`src/rtl/issue_ctrl_pkg.sv`:
```
// Shared definitions for the R-type issue controller: opcodes, instruction
// field positions, scoreboard entry type and the opcode/func legality check.
package issue_ctrl_pkg;

  localparam logic [6:0] OP_ARITH = 7'h01;
  localparam logic [6:0] OP_SHIFT = 7'h03;
  localparam logic [6:0] OP_CMP   = 7'h07;
  localparam logic [6:0] OP_LOGIC = 7'h0F;

  localparam int OPC_LSB  = 0;
  localparam int OPC_MSB  = 6;
  localparam int RD_LSB   = 7;
  localparam int RD_MSB   = 11;
  localparam int FUNC_LSB = 12;
  localparam int FUNC_MSB = 14;
  localparam int RS1_LSB  = 15;
  localparam int RS1_MSB  = 19;
  localparam int RS2_LSB  = 20;
  localparam int RS2_MSB  = 24;

  typedef struct packed {
    logic       v;
    logic [4:0] rd;
  } sb_entry_t;

  function automatic logic is_legal(input logic [6:0] opcode, input logic [2:0] func);
    logic legal_s;
    case (opcode)
      OP_ARITH: legal_s = (func <= 3'd1);
      OP_SHIFT: legal_s = (func <= 3'd2);
      OP_CMP:   legal_s = (func <= 3'd1);
      OP_LOGIC: legal_s = (func <= 3'd2);
      default:  legal_s = 1'b0;
    endcase
    return legal_s;
  endfunction

endpackage

```
`src/rtl/issue_fifo.sv`:
```
// Synchronous instruction buffer with flush; head entry is visible
// combinationally on rd_data whenever the buffer is not empty.
module issue_fifo
  import issue_ctrl_pkg::*;
#(
  parameter int DEPTH = 4,
  parameter int WIDTH = 32
) (
  input  logic             clk,
  input  logic             rst,
  input  logic             push,
  input  logic             pop,
  input  logic             flush,
  input  logic [WIDTH-1:0] wr_data,
  output logic [WIDTH-1:0] rd_data,
  output logic             full,
  output logic             empty
);

  localparam int AW = $clog2(DEPTH);
  localparam logic [AW:0]   DEPTH_CNT = (AW+1)'(DEPTH);
  localparam logic [AW-1:0] PTR_ONE   = AW'(1);
  localparam logic [AW:0]   CNT_ONE   = (AW+1)'(1);

  logic [WIDTH-1:0] mem_r [DEPTH];
  logic [AW-1:0]    wr_ptr_r;
  logic [AW-1:0]    rd_ptr_r;
  logic [AW:0]      count_r;

  assign full    = (count_r == DEPTH_CNT);
  assign empty   = (count_r == '0);
  assign rd_data = mem_r[rd_ptr_r];

  // Pointer and occupancy tracking; flush discards every buffered entry.
  always_ff @(posedge clk) begin
    if (rst || flush) begin
      wr_ptr_r <= '0;
      rd_ptr_r <= '0;
      count_r  <= '0;
    end else begin
      if (push) wr_ptr_r <= wr_ptr_r + PTR_ONE;
      if (pop)  rd_ptr_r <= rd_ptr_r + PTR_ONE;
      case ({push, pop})
        2'b10:   count_r <= count_r + CNT_ONE;
        2'b01:   count_r <= count_r - CNT_ONE;
        default: count_r <= count_r;
      endcase
    end
  end

  // Storage array; contents are meaningless while the count says empty.
  always_ff @(posedge clk) begin
    if (push) mem_r[wr_ptr_r] <= wr_data;
  end

endmodule

```
`src/rtl/instr_issue_ctrl.sv`:
```
// Issue controller: buffers instructions, drops illegal ones and stalls RAW
// hazards against a shifting destination scoreboard. ISSUE_PERF_CNT_EN adds counters.
module instr_issue_ctrl
  import issue_ctrl_pkg::*;
#(
  parameter int          FIFO_DEPTH = 4,
  parameter int          PIPE_DEPTH = 3,
  parameter logic [31:0] NOP_INSTR  = 32'h0000_0000
) (
  input  logic        clk,
  input  logic        rst,
  input  logic        in_valid,
  output logic        in_ready,
  input  logic [31:0] in_instr,
  input  logic        run,
  input  logic        flush,
  output logic        issue_valid,
  output logic [31:0] issue_instr,
  output logic        stall,
  output logic        illegal_drop,
  output logic        idle
`ifdef ISSUE_PERF_CNT_EN
  ,
  output logic [31:0] issued_cnt,
  output logic [31:0] stall_cnt,
  output logic [31:0] drop_cnt
`endif
);

  logic [31:0] head_s;
  logic        empty_s, full_s, push_s, pop_s;
  logic        legal_s, hazard_s, sb_any_s;
  logic        fire_s, drop_s, blocked_s;
  logic [4:0]  head_rd_s, head_rs1_s, head_rs2_s;
  sb_entry_t   sb_r [PIPE_DEPTH];
  logic        issue_valid_r, stall_r, drop_r;
  logic [31:0] issue_instr_r;

  // Flush takes precedence over a same-cycle push.
  assign push_s   = in_valid & ~full_s & ~flush;
  assign pop_s    = fire_s | drop_s;
  assign in_ready = ~full_s;

  issue_fifo #(.DEPTH(FIFO_DEPTH), .WIDTH(32)) u_fifo (
    .clk     (clk),
    .rst     (rst),
    .push    (push_s),
    .pop     (pop_s),
    .flush   (flush),
    .wr_data (in_instr),
    .rd_data (head_s),
    .full    (full_s),
    .empty   (empty_s)
  );

  assign head_rd_s  = head_s[RD_MSB:RD_LSB];
  assign head_rs1_s = head_s[RS1_MSB:RS1_LSB];
  assign head_rs2_s = head_s[RS2_MSB:RS2_LSB];
  assign legal_s    = is_legal(head_s[OPC_MSB:OPC_LSB], head_s[FUNC_MSB:FUNC_LSB]);

  // Source-vs-busy-destination comparison across all scoreboard slots (x0 included).
  always_comb begin
    hazard_s = 1'b0;
    sb_any_s = 1'b0;
    for (int i = 0; i < PIPE_DEPTH; i++) begin
      if (sb_r[i].v) begin
        sb_any_s = 1'b1;
        if ((sb_r[i].rd == head_rs1_s) || (sb_r[i].rd == head_rs2_s)) hazard_s = 1'b1;
        else hazard_s = hazard_s;
      end else begin
        sb_any_s = sb_any_s;
      end
    end
  end

  // Head decision: priority is hold, illegal drop, hazard stall, issue.
  always_comb begin
    fire_s    = 1'b0;
    drop_s    = 1'b0;
    blocked_s = 1'b0;
    if (flush || empty_s || !run) begin
      fire_s = 1'b0;
    end else if (!legal_s) begin
      drop_s = 1'b1;
    end else if (hazard_s) begin
      blocked_s = 1'b1;
    end else begin
      fire_s = 1'b1;
    end
  end

  // Registered issue-side outputs.
  always_ff @(posedge clk) begin
    if (rst) begin
      issue_valid_r <= 1'b0;
      issue_instr_r <= NOP_INSTR;
      stall_r       <= 1'b0;
      drop_r        <= 1'b0;
    end else begin
      issue_valid_r <= fire_s;
      issue_instr_r <= fire_s ? head_s : NOP_INSTR;
      stall_r       <= blocked_s;
      drop_r        <= drop_s;
    end
  end

  // Destination scoreboard shifts every cycle, independent of flush.
  always_ff @(posedge clk) begin
    if (rst) begin
      for (int i = 0; i < PIPE_DEPTH; i++) sb_r[i] <= '{v: 1'b0, rd: 5'd0};
    end else begin
      sb_r[0] <= '{v: fire_s, rd: head_rd_s};
      for (int i = 1; i < PIPE_DEPTH; i++) sb_r[i] <= sb_r[i-1];
    end
  end

  assign issue_valid  = issue_valid_r;
  assign issue_instr  = issue_instr_r;
  assign stall        = stall_r;
  assign illegal_drop = drop_r;
  assign idle         = empty_s & ~sb_any_s;

`ifdef ISSUE_PERF_CNT_EN
  logic [31:0] issued_cnt_r, stall_cnt_r, drop_cnt_r;

  // Event counters wrap naturally and survive flush.
  always_ff @(posedge clk) begin
    if (rst) begin
      issued_cnt_r <= 32'd0;
      stall_cnt_r  <= 32'd0;
      drop_cnt_r   <= 32'd0;
    end else begin
      if (fire_s)    issued_cnt_r <= issued_cnt_r + 32'd1;
      if (blocked_s) stall_cnt_r  <= stall_cnt_r + 32'd1;
      if (drop_s)    drop_cnt_r   <= drop_cnt_r + 32'd1;
    end
  end

  assign issued_cnt = issued_cnt_r;
  assign stall_cnt  = stall_cnt_r;
  assign drop_cnt   = drop_cnt_r;
`endif

endmodule

```
`config.mk`:
```
export PLATFORM = sky130hd
export DESIGN_NAME = instr_issue_ctrl
export DESIGN_NICKNAME = d
export VERILOG_FILES = /design/src/rtl/issue_ctrl_pkg.sv /design/src/rtl/issue_fifo.sv /design/src/rtl/instr_issue_ctrl.sv
export SDC_FILE = /design/constraint.sdc
export NUM_CORES = 1
export LEC_CHECK = 0
export BUFFER_PORTS_ARGS = -buffer_cell sky130_fd_sc_hd__buf_2
export CAP_MARGIN = 20
export CORE_MARGIN = 2
export CORE_UTILIZATION = 50
export CTS_CLUSTER_SIZE = 24
export DETAILED_ROUTE_END_ITERATION = 12
export PLACE_DENSITY = 0.77
export SLEW_MARGIN = 10
export SYNTH_ARGS = -nofsm -noshare
export SYNTH_HDL_FRONTEND = slang
export SYNTH_HIERARCHICAL = 1
export SYNTH_SLANG_ARGS = --single-unit
```
`constraint.sdc`:
```
create_clock -name clk -period 5.99 [get_ports clk]
set_input_delay 0.599 -clock clk [delete_from_list [all_inputs] [get_ports clk]]
set_output_delay 0.599 -clock clk [all_outputs]
set_load 0.01 [all_outputs]
```
==> impl_metrics.py, run 1 <==
metrics = {
    "power_and_ir_drop": {
        "powerDensity_nw_per_um2": 322,
        "p_leak_nw": 3.03,
        "ir_drop_uv": 295,
        "power.switching_uw": 527,
        "p_clk_share_pct": 44.0,
        "p_int_mw": 2.16,
        "power_frac_comb_pct": 3.2,
        "swShare_pct": 19.6,
        "power_frac_seq_pct": 52.8,
    },
    "timing": {
        "hold_viol_final": 0,
        "slew_headroom_pct": 34.1,
        "min_period_ps": 4430,
        "fmaxAchievable_mhz": 226,
        "rsz0062_at_grt": "no",
        "fin_ws_ps": 1560,
        "tightest_slew_ps": 987,
        "maxSlewViolCount": 0,
        "setup_viol": 0,
        "tns_ps": 0,
        "worst_clock_skew_ps": 7.94,
        "finalCritPeriodShare_pct": 73.9,
    },
    "floorplan": {
        "start_util_pct": 51.6,
        "io_pins": 74,
        "rows": 43,
        "die_w_um": 124,
        "fp.coreArea_sq_um": 14000,
        "dieArea_sq_um": 15400,
        "chipHeight_um": 124,
    },
    "detailed_routing": {
        "wl_per_cell_um": 18.7,
        "drc_errors": 0,
        "detail-route-antenna-nets": 0,
        "via_count": 3662,
        "firstDrtPassIters": 4,
        "via_per_inst": 5.31,
        "drt_iter0_markers": 242,
        "wl_um": 12900,
    },
    "worst_hold_path": {
        "hold_path.class": "in -> reg",
    },
    "grt": {
        "grt-ovfl-total": 0,
        "antenna_found_initial": 0,
        "grt_start_max_net_pins": 33,
        "track_usage_pct": 18.5,
        "grt_pass1_wl_um": 20500,
        "grt_pass1_vias": 3877,
    },
    "clock_network": {
        "root_buffer": "clkbuf_16",
        "cts_setup_buffers": 0,
        "cts_buffers": 17,
        "cts_resized": 0,
        "cts_tree": "done",
        "cts.clk_slew.worst_paths_ps": 70,
        "holdBufCountCts": 0,
        "clk_latency_ps": 430,
        "numClockSinks": 189,
        "cts.htree.levels": 4,
        "cts_buffer_depth": 2,
    },
    "placement": {
        "place_worst_setup_slack_ps": 1480,
        "place_congestion": 0.935,
        "place_hpwl_um": 8450,
        "numPortBuffers": 73,
    },
    "synth": {
        "yosys.area_share.xor_xnor_pct": 4.24,
        "synth_fa_ha_area_share_pct": 1.14,
        "synth_mux_area_share_pct": 10.2,
        "synthDistinctLibCells": 37,
        "post_synth.cell_area_avg_sq_um": 17.4,
        "synth_cells": 414,
        "ys_seq_area_share_pct": 70.1,
        "synth_compound_area_share_pct": 1.06,
        "yosysWarningCount": 6,
        "syn_area_sq_um": 7220,
        "synth-simple-area-share_pct": 9.08,
        "synth_top_family_by_area": "multiplexers",
        "synth-seq-cells": 189,
    },
    "setup_path": {
        "path_class": "reg -> reg",
        "cp.required_ps": 6350,
        "critPathArrivalTime_ps": 4790,
        "critPathMaxFanout": 31,
        "cp-start-kind": "flip-flop",
        "cp-end-kind": "flip-flop",
    },
    "layout": {
        "area_growth_pct": 15.8,
        "layout_common_cells": "edfxtp_1, buf_2, dfxtp_1",
        "diodes": 0,
        "final_common_cell": "edfxtp_1",
        "layout-drive-gt1-share_pct": 34.5,
        "layout.nets": 540,
    },
    "job": {
        "timing.max_cap.violations": 0,
    },
    "status": {
        "status": "complete, no violations",
    },
}
-- critical path: stages (launching register included) --
cell and delay (ps):
dfxtp_2 850, mux4_2 670, xor2_1 190, nor4_1 70, nand3_1 130, nand4_4 540
a21oi_1 510, ha_1 260, inv_1 70, fa_1 440, xor2_1 160, or3_1 310
a21oi_1 140
-- state kept, by name, indices dropped and copies added (netlist names), named ones only --
name and flops:
u_fifo/mem_r 128, u_fifo/rd_ptr_r 2, issue_instr 32, u_fifo/count_r 3, stall 1, illegal_drop 1
u_fifo/wr_ptr_r 2, sb_r 18
-- cell families (layout without fill, tap and decap cells) --
logic type                 count (synthesis)  in the layout
AOI/OAI and AO/OA                         11             11
muxes                                     33             33
xor gates and xnor gates                  35             35
DFF                                      189            189
adders and majority gates                  6              6
buffers and inverters                     54            147
and+or+nand+nor                           85             85
other                                      1              4
-- Yosys cell counts (all sizes together) --
library cell | n | area, sq um
buf | 16 | 153
mux2i | 1 | 10.0
nor2 | 15 | 56.3
o21ba | 1 | 10.0
o22ai | 1 | 6.26
a21oi | 4 | 20.0
nand2 | 5 | 18.8
and3 | 1 | 6.26
edfxtp | 128 | 3840
o2111ai | 1 | 8.76
inv | 35 | 131
xnor2 | 16 | 140
a31o | 1 | 8.76
dfxtp | 61 | 1220
conb | 1 | 3.75
o21ai | 2 | 10.0
nor3 | 5 | 25.0
fa | 1 | 20.0
or3 | 1 | 6.26
nor2b | 12 | 75.1
xor2 | 19 | 166
clkbuf | 3 | 11.3
mux4 | 32 | 728
nand3 | 6 | 30.0
nor3b | 1 | 7.51
a211oi | 1 | 12.5
nor4b | 1 | 8.76
and2 | 5 | 31.3
nor4 | 31 | 363
ha | 5 | 62.6
or2 | 1 | 6.26
nand4 | 1 | 21.3
-- worst paths after layout --
check | startpoint | end | slack, ps | cells past startpoint
setup / recovery | flip-flop | u_fifo/count_r[2]$_SDFFE_PP0P_ | 1560 | 12
hold / removal | in_instr[4] | u_fifo/mem_r[1][4]$_DFFE_PP_ | 380 | 1
setup reg to reg | flip-flop | u_fifo/count_r[2]$_SDFFE_PP0P_ | 1560 | 12
hold reg to reg | sb_r[0][11]$_SDFF_PP0_ | sb_r[0][17]$_SDFF_PP0_ | 500 | 1
-- final cells by class --
class / instances / area (sq um)
flip-flops and latches: 189 / 5070
repair buffers: 80 / 418
multi-input cells: 174 / 1880
clock buffers: 21 / 526
inverters: 35 / 131
fillers: 1054 / 5620
well taps: 180 / 225
clock inverters: 11 / 123
-- metrics by stage --
step	hold WS (ps)	util, %	area (sq um)	total power [mW]	instances
2_1_floorplan	467	-	7230	1.50	417
3_3_place_gp	480	55.2	7720	1.53	658
3_5_place_dp	486	55.2	7720	1.54	658
4_1_cts	367	59.8	8360	2.71	690
5_1_grt	370	59.8	8360	2.77	690
6_report	384	59.8	8360	2.69	690
-- layer usage --
| metal | GRT usage (%) | part of all wire, % |
|---|---|---|
| met1 | 22.7 | 42 |
| met5 | 0 | 0 |
| met2 | 30.9 | 51 |
| met3 | 5.22 | 4.2 |
| met4 | 7.94 | 2.3 |
-- power groups by stage --
| stage | Clock, mW | Sequential, mW | Combinational (mW) |
|---|---|---|---|
| floorplan | 0 | 1.45 | 0.0512 |
| global placement | 0 | 1.45 | 0.0827 |
| detailed placement | 0 | 1.45 | 0.0863 |
| CTS | 1.20 | 1.42 | 0.0867 |
| global route | 1.26 | 1.42 | 0.0952 |
| finish | 1.18 | 1.42 | 0.0857 |
Note: power is estimated with default switching activity, not from simulation.
==> inputs of run 2 (changes only) <==
Settings changed: ABC_AREA from default to 1.
Clock period 5.99 ns to 4.4 ns, I/O delays scaled along.
==> run 2 against run 1 <==
Compared with the run above:
- register-to-register slack worse by 970 ps
- critical endpoint unchanged
- cell area down 0.63%
- sequential power up 37%
==> impl_metrics.py, run 2 <==
metrics = {
    "status": {
        "status": "complete, no violations",
    },
    "setup_path": {
        "reg2reg_depth": 17,
        "rr_endpoint": "u_fifo/count_r[2]$_SDFFE_PP0P_",
        "cp-end-kind": "flip-flop",
        "cp.required_ps": 4760,
        "path_class": "reg -> reg",
        "critPathBufInv": 4,
        "cp-start-kind": "flip-flop",
        "crit_chain": "buf_4 > o21ai_0 > o22ai_1 > inv_1 > a21oi_1 > o21ai_0 > nor2_1 > nand2_1 > o21bai_1 > ha_1 > inv_1 > fa_1 > nand2_1 > nand3_1 > nand2_1 > inv_1 > nor2_1",
        "cp.depth": 17,
        "regToRegSetupSlack_ps": 600,
        "critPathArrivalTime_ps": 4160,
        "slowest_delay_ps": 780,
        "cp_slowest_cell": "dfxtp_2",
        "critPathMaxFanout": 36,
        "endpoint": "u_fifo/count_r[2]$_SDFFE_PP0P_",
        "path_delay_family": "compound AO/OA/AOI/OAI gates",
    },
    "synth": {
        "synthDominantCellAreaShare_pct": 53.0,
        "ys_async_sr_fraction_pct": 0,
        "ys.flop_type": "edfxtp_1",
        "synthDistinctLibCells": 28,
        "ys_seq_area_share_pct": 69.9,
        "synth.most_common_cell": "edfxtp_1",
        "post_synth.cell_area_avg_sq_um": 11.3,
        "synth_common_cells": "edfxtp_1, nor2_1, nand2_1",
        "yosysWarningCount": 6,
        "yosys.area.top_type": "edfxtp_1",
        "synth-seq-cells": 189,
        "synthTopCellsByArea": "edfxtp_1, dfxtp_1, nor2_1",
        "synth_cells": 641,
        "synth_edf_count": 128,
        "syn_area_sq_um": 7250,
    },
    "detailed_routing": {
        "drt_iter0_markers": 497,
        "via_count": 4750,
        "wl_um": 14200,
        "wl_per_cell_um": 15.5,
        "drc_errors": 0,
        "via_per_inst": 5.20,
        "detail-route-antenna-nets": 0,
        "firstDrtPassIters": 6,
    },
    "layout": {
        "final_core_util_pct": 59.2,
        "layout_common_cells": "edfxtp_1, nor2_1, nand2_1",
        "largest_reg_flops": 128,
        "final_cells": 914,
        "layout-drive-gt1-share_pct": 17.2,
        "layout.nets": 763,
        "design_area_sq_um": 8310,
        "largest_register": "u_fifo/mem_r",
        "final_common_cell": "edfxtp_1",
        "area_growth_pct": 14.7,
    },
    "power_and_ir_drop": {
        "powerDensity_nw_per_um2": 428,
        "p_leak_nw": 3.38,
        "power_mw": 3.56,
        "ir_drop_uv": 254,
    },
    "timing": {
        "timing.hold.ws_ps": 223,
        "hold_viol_final": 0,
        "finalCritPeriodShare_pct": 86.5,
        "worst_clock_skew_ps": 10.4,
        "tns_ps": 0,
        "setup_viol": 0,
        "fmaxAchievable_mhz": 263,
        "rsz0062_at_grt": "no",
        "min_period_ps": 3800,
        "maxSlewViolCount": 0,
        "slew_headroom_pct": 52.8,
        "tightest_slew_ps": 708,
        "fin_ws_ps": 596,
    },
    "clock_network": {
        "numClockSinks": 189,
        "cts_resized": 0,
        "cts_buffers": 17,
        "cts.clk_slew.worst_paths_ps": 70,
        "clk_latency_ps": 430,
        "cts_tree": "done",
        "root_buffer": "clkbuf_16",
        "cts_buffer_depth": 2,
        "cts.htree.levels": 4,
        "cts_setup_buffers": 0,
        "holdBufCountCts": 0,
    },
    "floorplan": {
        "start_util_pct": 51.6,
        "die_w_um": 124,
        "fp.coreArea_sq_um": 14000,
        "dieArea_sq_um": 15500,
        "chipHeight_um": 124,
        "rows": 43,
        "io_pins": 74,
    },
    "grt": {
        "track_usage_pct": 18.7,
        "grt_pass1_wl_um": 22600,
        "grt_start_max_net_pins": 65,
        "antenna_found_initial": 1,
        "grt_pass1_vias": 4677,
        "grt-ovfl-total": 0,
    },
    "placement": {
        "place_worst_setup_slack_ps": 672,
        "numPortBuffers": 73,
        "place_congestion": 0.839,
        "dpl-instance-area_sq_um": 7720,
        "place_hpwl_um": 8880,
        "placedCellCount": 881,
    },
    "job": {
        "timing.max_cap.violations": 0,
    },
    "worst_hold_path": {
        "hold_start": "in_instr[8]",
        "hold_path.class": "in -> reg",
    },
}
==> run 2: cell count changes in the layout (fill, tap and decap cells not counted), sizes merged, moves of 3 or more <==
| cell | delta |
|---|---|
| clkinvlp | +5 |
| nand2 | +73 |
| xnor2 | -10 |
| o21ai | +72 |
| nor2 | +120 |
| o22ai | +31 |
| clkinv | -5 |
| nor2b | -12 |
| and2 | -5 |
| xor2 | -17 |
| nor4 | -31 |
| inv | +36 |
| a21oi | +3 |
| mux4 | -32 |
==> run 2: worst reg2reg max path, cell delays in order, from the launching register on <==
cell and delay (ps):
dfxtp_2 780, buf_4 430, o21ai_0 150, o22ai_1 290
inv_1 100, a21oi_1 130, o21ai_0 170, nor2_1 230
nand2_1 80, o21bai_1 230, ha_1 210, inv_1 70
fa_1 440, nand2_1 110, nand3_1 100, nand2_1 80
inv_1 40, nor2_1 90
==> run 2: area by class of cell <==
| cell class | count | area (sq um) |
|---|---|---|
| diodes | 1 | 2.50 |
| clock buffers | 22 | 518 |
| clock inverters | 10 | 75.1 |
| fillers | 1074 | 5730 |
| inverters | 70 | 270 |
| multi-input cells | 361 | 1730 |
| flip-flops and latches | 189 | 5070 |
| well taps | 180 | 225 |
| repair buffers | 81 | 425 |
==> run 2: kinds of logic (layout without fill, tap and decap cells) <==
logic type / Yosys count / after routing / synth area share [%]
AO/OA/AOI/OAI: 114 / 114 / 8.46
XOR/XNOR: 8 / 8 / 0.967
adder cells (fa/ha/maj): 6 / 6 / 1.14
buffers and inverters: 94 / 183 / 6.41
flip-flops: 189 / 189 / 69.9
other: 1 / 5 / 0.0517
AND/OR/NAND/NOR: 229 / 229 / 13.1
==> run 2: report_power, final <==
| group | internal [mW] | switching, mW | leakage, nW | total [mW] |
|---|---|---|---|---|
| Combinational | 0.0456 | 0.0917 | 1.44 | 0.137 |
| Clock | 0.843 | 0.643 | 0.274 | 1.49 |
| Sequential | 1.92 | 0.0124 | 1.66 | 1.94 |
==> run 2: routing by layer <==
layer | up-vias | track usage [%] | part of all wire, %
met4 | 0 | 8.59 | 2.0
met2 | 184 | 32.1 | 51
met3 | 28 | 5.37 | 6.6
li1 | 2297 | - | -
met1 | 2241 | 21.6 | 40
met5 | - | 0 | 0
==> run 2: how the worst min path moves through the flow <==
stage / cells after the start / to / slack [ps]
2_1_floorplan: 1 / flip-flop / 410
3_3_place_gp: 2 / sb_r[0][17]$_SDFF_PP0_ / 430
3_5_place_dp: 1 / u_fifo/rd_ptr_r[1]$_SDFFE_PP0P_ / 430
4_1_cts: 1 / u_fifo/mem_r[2][6]$_DFFE_PP_ / 210
5_1_grt: 1 / u_fifo/mem_r[3][29]$_DFFE_PP_ / 210
6_report: 1 / u_fifo/mem_r[3][8]$_DFFE_PP_ / 220
==> inputs of run 3 (changes only) <==
Settings changed: MAX_ROUTING_LAYER from default to met4.
==> run 3 against run 2 <==
Compared with the run above:
- via count about the same
- sequential share of layout area up 0.42 points
- largest power group unchanged
- critical path type unchanged
- total power down 2.9%
==> impl_metrics.py, run 3 (synthesized netlist as in run 2, its figures left out) <==
metrics = {
    "job": {
        "timing.max_cap.violations": 0,
    },
    "timing": {
        "tightest_slew_ps": 688,
        "tns_ps": 0,
        "maxSlewViolCount": 0,
        "slew_headroom_pct": 54.2,
        "finalCritPeriodShare_pct": 88.4,
        "min_period_ps": 3890,
        "fin_ws_ps": 509,
        "worst_clock_skew_ps": 9.73,
        "setup_viol": 0,
        "hold_viol_final": 0,
        "fmaxAchievable_mhz": 257,
        "timing.hold.ws_ps": 223,
        "rsz0062_at_grt": "no",
    },
    "worst_hold_path": {
        "holdPathStages": 1,
        "hold_start": "in_instr[29]",
        "hold_path.class": "in -> reg",
        "hold_end": "u_fifo/mem_r[3][29]$_DFFE_PP_",
    },
    "floorplan": {
        "fp.coreArea_sq_um": 14000,
        "die_w_um": 124,
        "start_util_pct": 51.6,
        "chipHeight_um": 124,
        "io_pins": 74,
        "rows": 43,
        "dieArea_sq_um": 15500,
    },
    "setup_path": {
        "cp-end-kind": "flip-flop",
        "rr_endpoint": "u_fifo/count_r[2]$_SDFFE_PP0P_",
        "reg2reg_depth": 17,
        "critPathArrivalTime_ps": 4240,
        "critPathMaxFanout": 36,
        "path_class": "reg -> reg",
        "cp-start-kind": "flip-flop",
        "regToRegSetupSlack_ps": 510,
        "cp.required_ps": 4750,
    },
    "placement": {
        "placedCellCount": 881,
        "place_worst_setup_slack_ps": 654,
        "numPortBuffers": 73,
        "place_hpwl_um": 9040,
        "place_congestion": 0.847,
    },
    "clock_network": {
        "cts_tree": "done",
        "holdBufCountCts": 0,
        "cts.clk_slew.worst_paths_ps": 60,
        "cts_setup_buffers": 0,
        "clk_latency_ps": 430,
        "numClockSinks": 189,
        "cts.htree.levels": 4,
        "cts_buffer_depth": 2,
        "root_buffer": "clkbuf_16",
        "cts_resized": 0,
        "cts_buffers": 17,
    },
    "layout": {
        "layout-drive-gt1-share_pct": 16.6,
        "layout_common_cells": "edfxtp_1, nor2_1, nand2_1",
        "final_core_util_pct": 58.8,
        "n_fill_cell": 1110,
        "layout.nets": 763,
        "area_growth_pct": 13.9,
        "largest_register": "u_fifo/mem_r",
        "final_cells": 915,
        "final_common_cell": "edfxtp_1",
        "largest_reg_flops": 128,
    },
    "detailed_routing": {
        "via_count": 4754,
        "firstDrtPassIters": 5,
        "via_per_inst": 5.20,
        "wl_per_cell_um": 15.8,
        "detail-route-antenna-nets": 0,
        "drt_iter0_markers": 369,
        "wl_um": 14400,
        "drc_errors": 0,
    },
    "power_and_ir_drop": {
        "p_leak_nw": 3.35,
        "powerDensity_nw_per_um2": 419,
        "ir_drop_uv": 283,
    },
    "grt": {
        "antenna_found_initial": 2,
        "grt-ovfl-total": 0,
        "grt_start_max_net_pins": 65,
        "track_usage_pct": 19.3,
        "grt_pass1_vias": 4779,
        "grt_pass1_wl_um": 22400,
    },
    "status": {
        "status": "complete, no violations",
    },
}
run 3: cell types whose count changed in the layout (fill, tap and decap cells not counted):
cell        previous run  this run
clkbuf_1               1         4
clkbuf_16             20        17
clkinvlp_4             6         3
bufinv_16              0         1
clkbuf_8               1         0
clkinv_1               0         1
clkinv_2               2         3
clkinv_4               0         1
clkinvlp_2             0         1
diode_2                1         2
inv_8                  2         1
run 3: metrics by stage:
stage	cell area [sq um]	total power [mW]
detailed placement	7720	2.11
global placement	7720	2.11
finish	8260	3.46
floorplan	7260	2.06
global route	8260	3.56
CTS	8250	3.48
run 3: worst max path at each step:
stage / end / cells after the start
3_5_place_dp: u_fifo/count_r[2]$_SDFFE_PP0P_ / 17
5_1_grt: u_fifo/count_r[2]$_SDFFE_PP0P_ / 17
3_3_place_gp: u_fifo/count_r[2]$_SDFFE_PP0P_ / 20
4_1_cts: u_fifo/count_r[2]$_SDFFE_PP0P_ / 17
6_report: u_fifo/count_r[2]$_SDFFE_PP0P_ / 17
2_1_floorplan: u_fifo/count_r[2]$_SDFFE_PP0P_ / 22
run 3: final cells by class:
cell class	count	area, sq um	share of cell area [%]
tap	180	225	2.73
multi-input combinational	361	1730	20.9
timing repair buffer	81	425	5.15
clock inverter	11	93.8	1.14
sequential	189	5070	61.4
inverter	70	270	3.27
clock buffer	21	440	5.33
antenna	2	5.00	0.0606
run 3: where the power goes:
group | total [mW] | switching, mW | internal [mW]
clock | 1.38 | 0.607 | 0.774
sequential | 1.94 | 0.0125 | 1.93
combinational | 0.139 | 0.0929 | 0.0458
total | 3.46 | 0.713 | 2.75
run 3: routing by layer:
metal  part of all wire [%]  GRT usage, %
met1                     41          20.6
met3                    5.6          5.11
met4                    2.7          9.78
met5                      0             -
met2                     51          32.9
run 3: critical path, stage by stage, from the launching register on:
cell and delay, ps:
dfxtp_2 770, buf_4 420, o21ai_0 150, o22ai_1 250, inv_1 140, a21oi_1 160, o21ai_0 160, nor2_1 220
nand2_1 90, o21bai_1 220, ha_1 200, inv_1 70, fa_1 450, nand2_1 140, nand3_1 90, nand2_1 80
inv_1 60, nor2_1 120
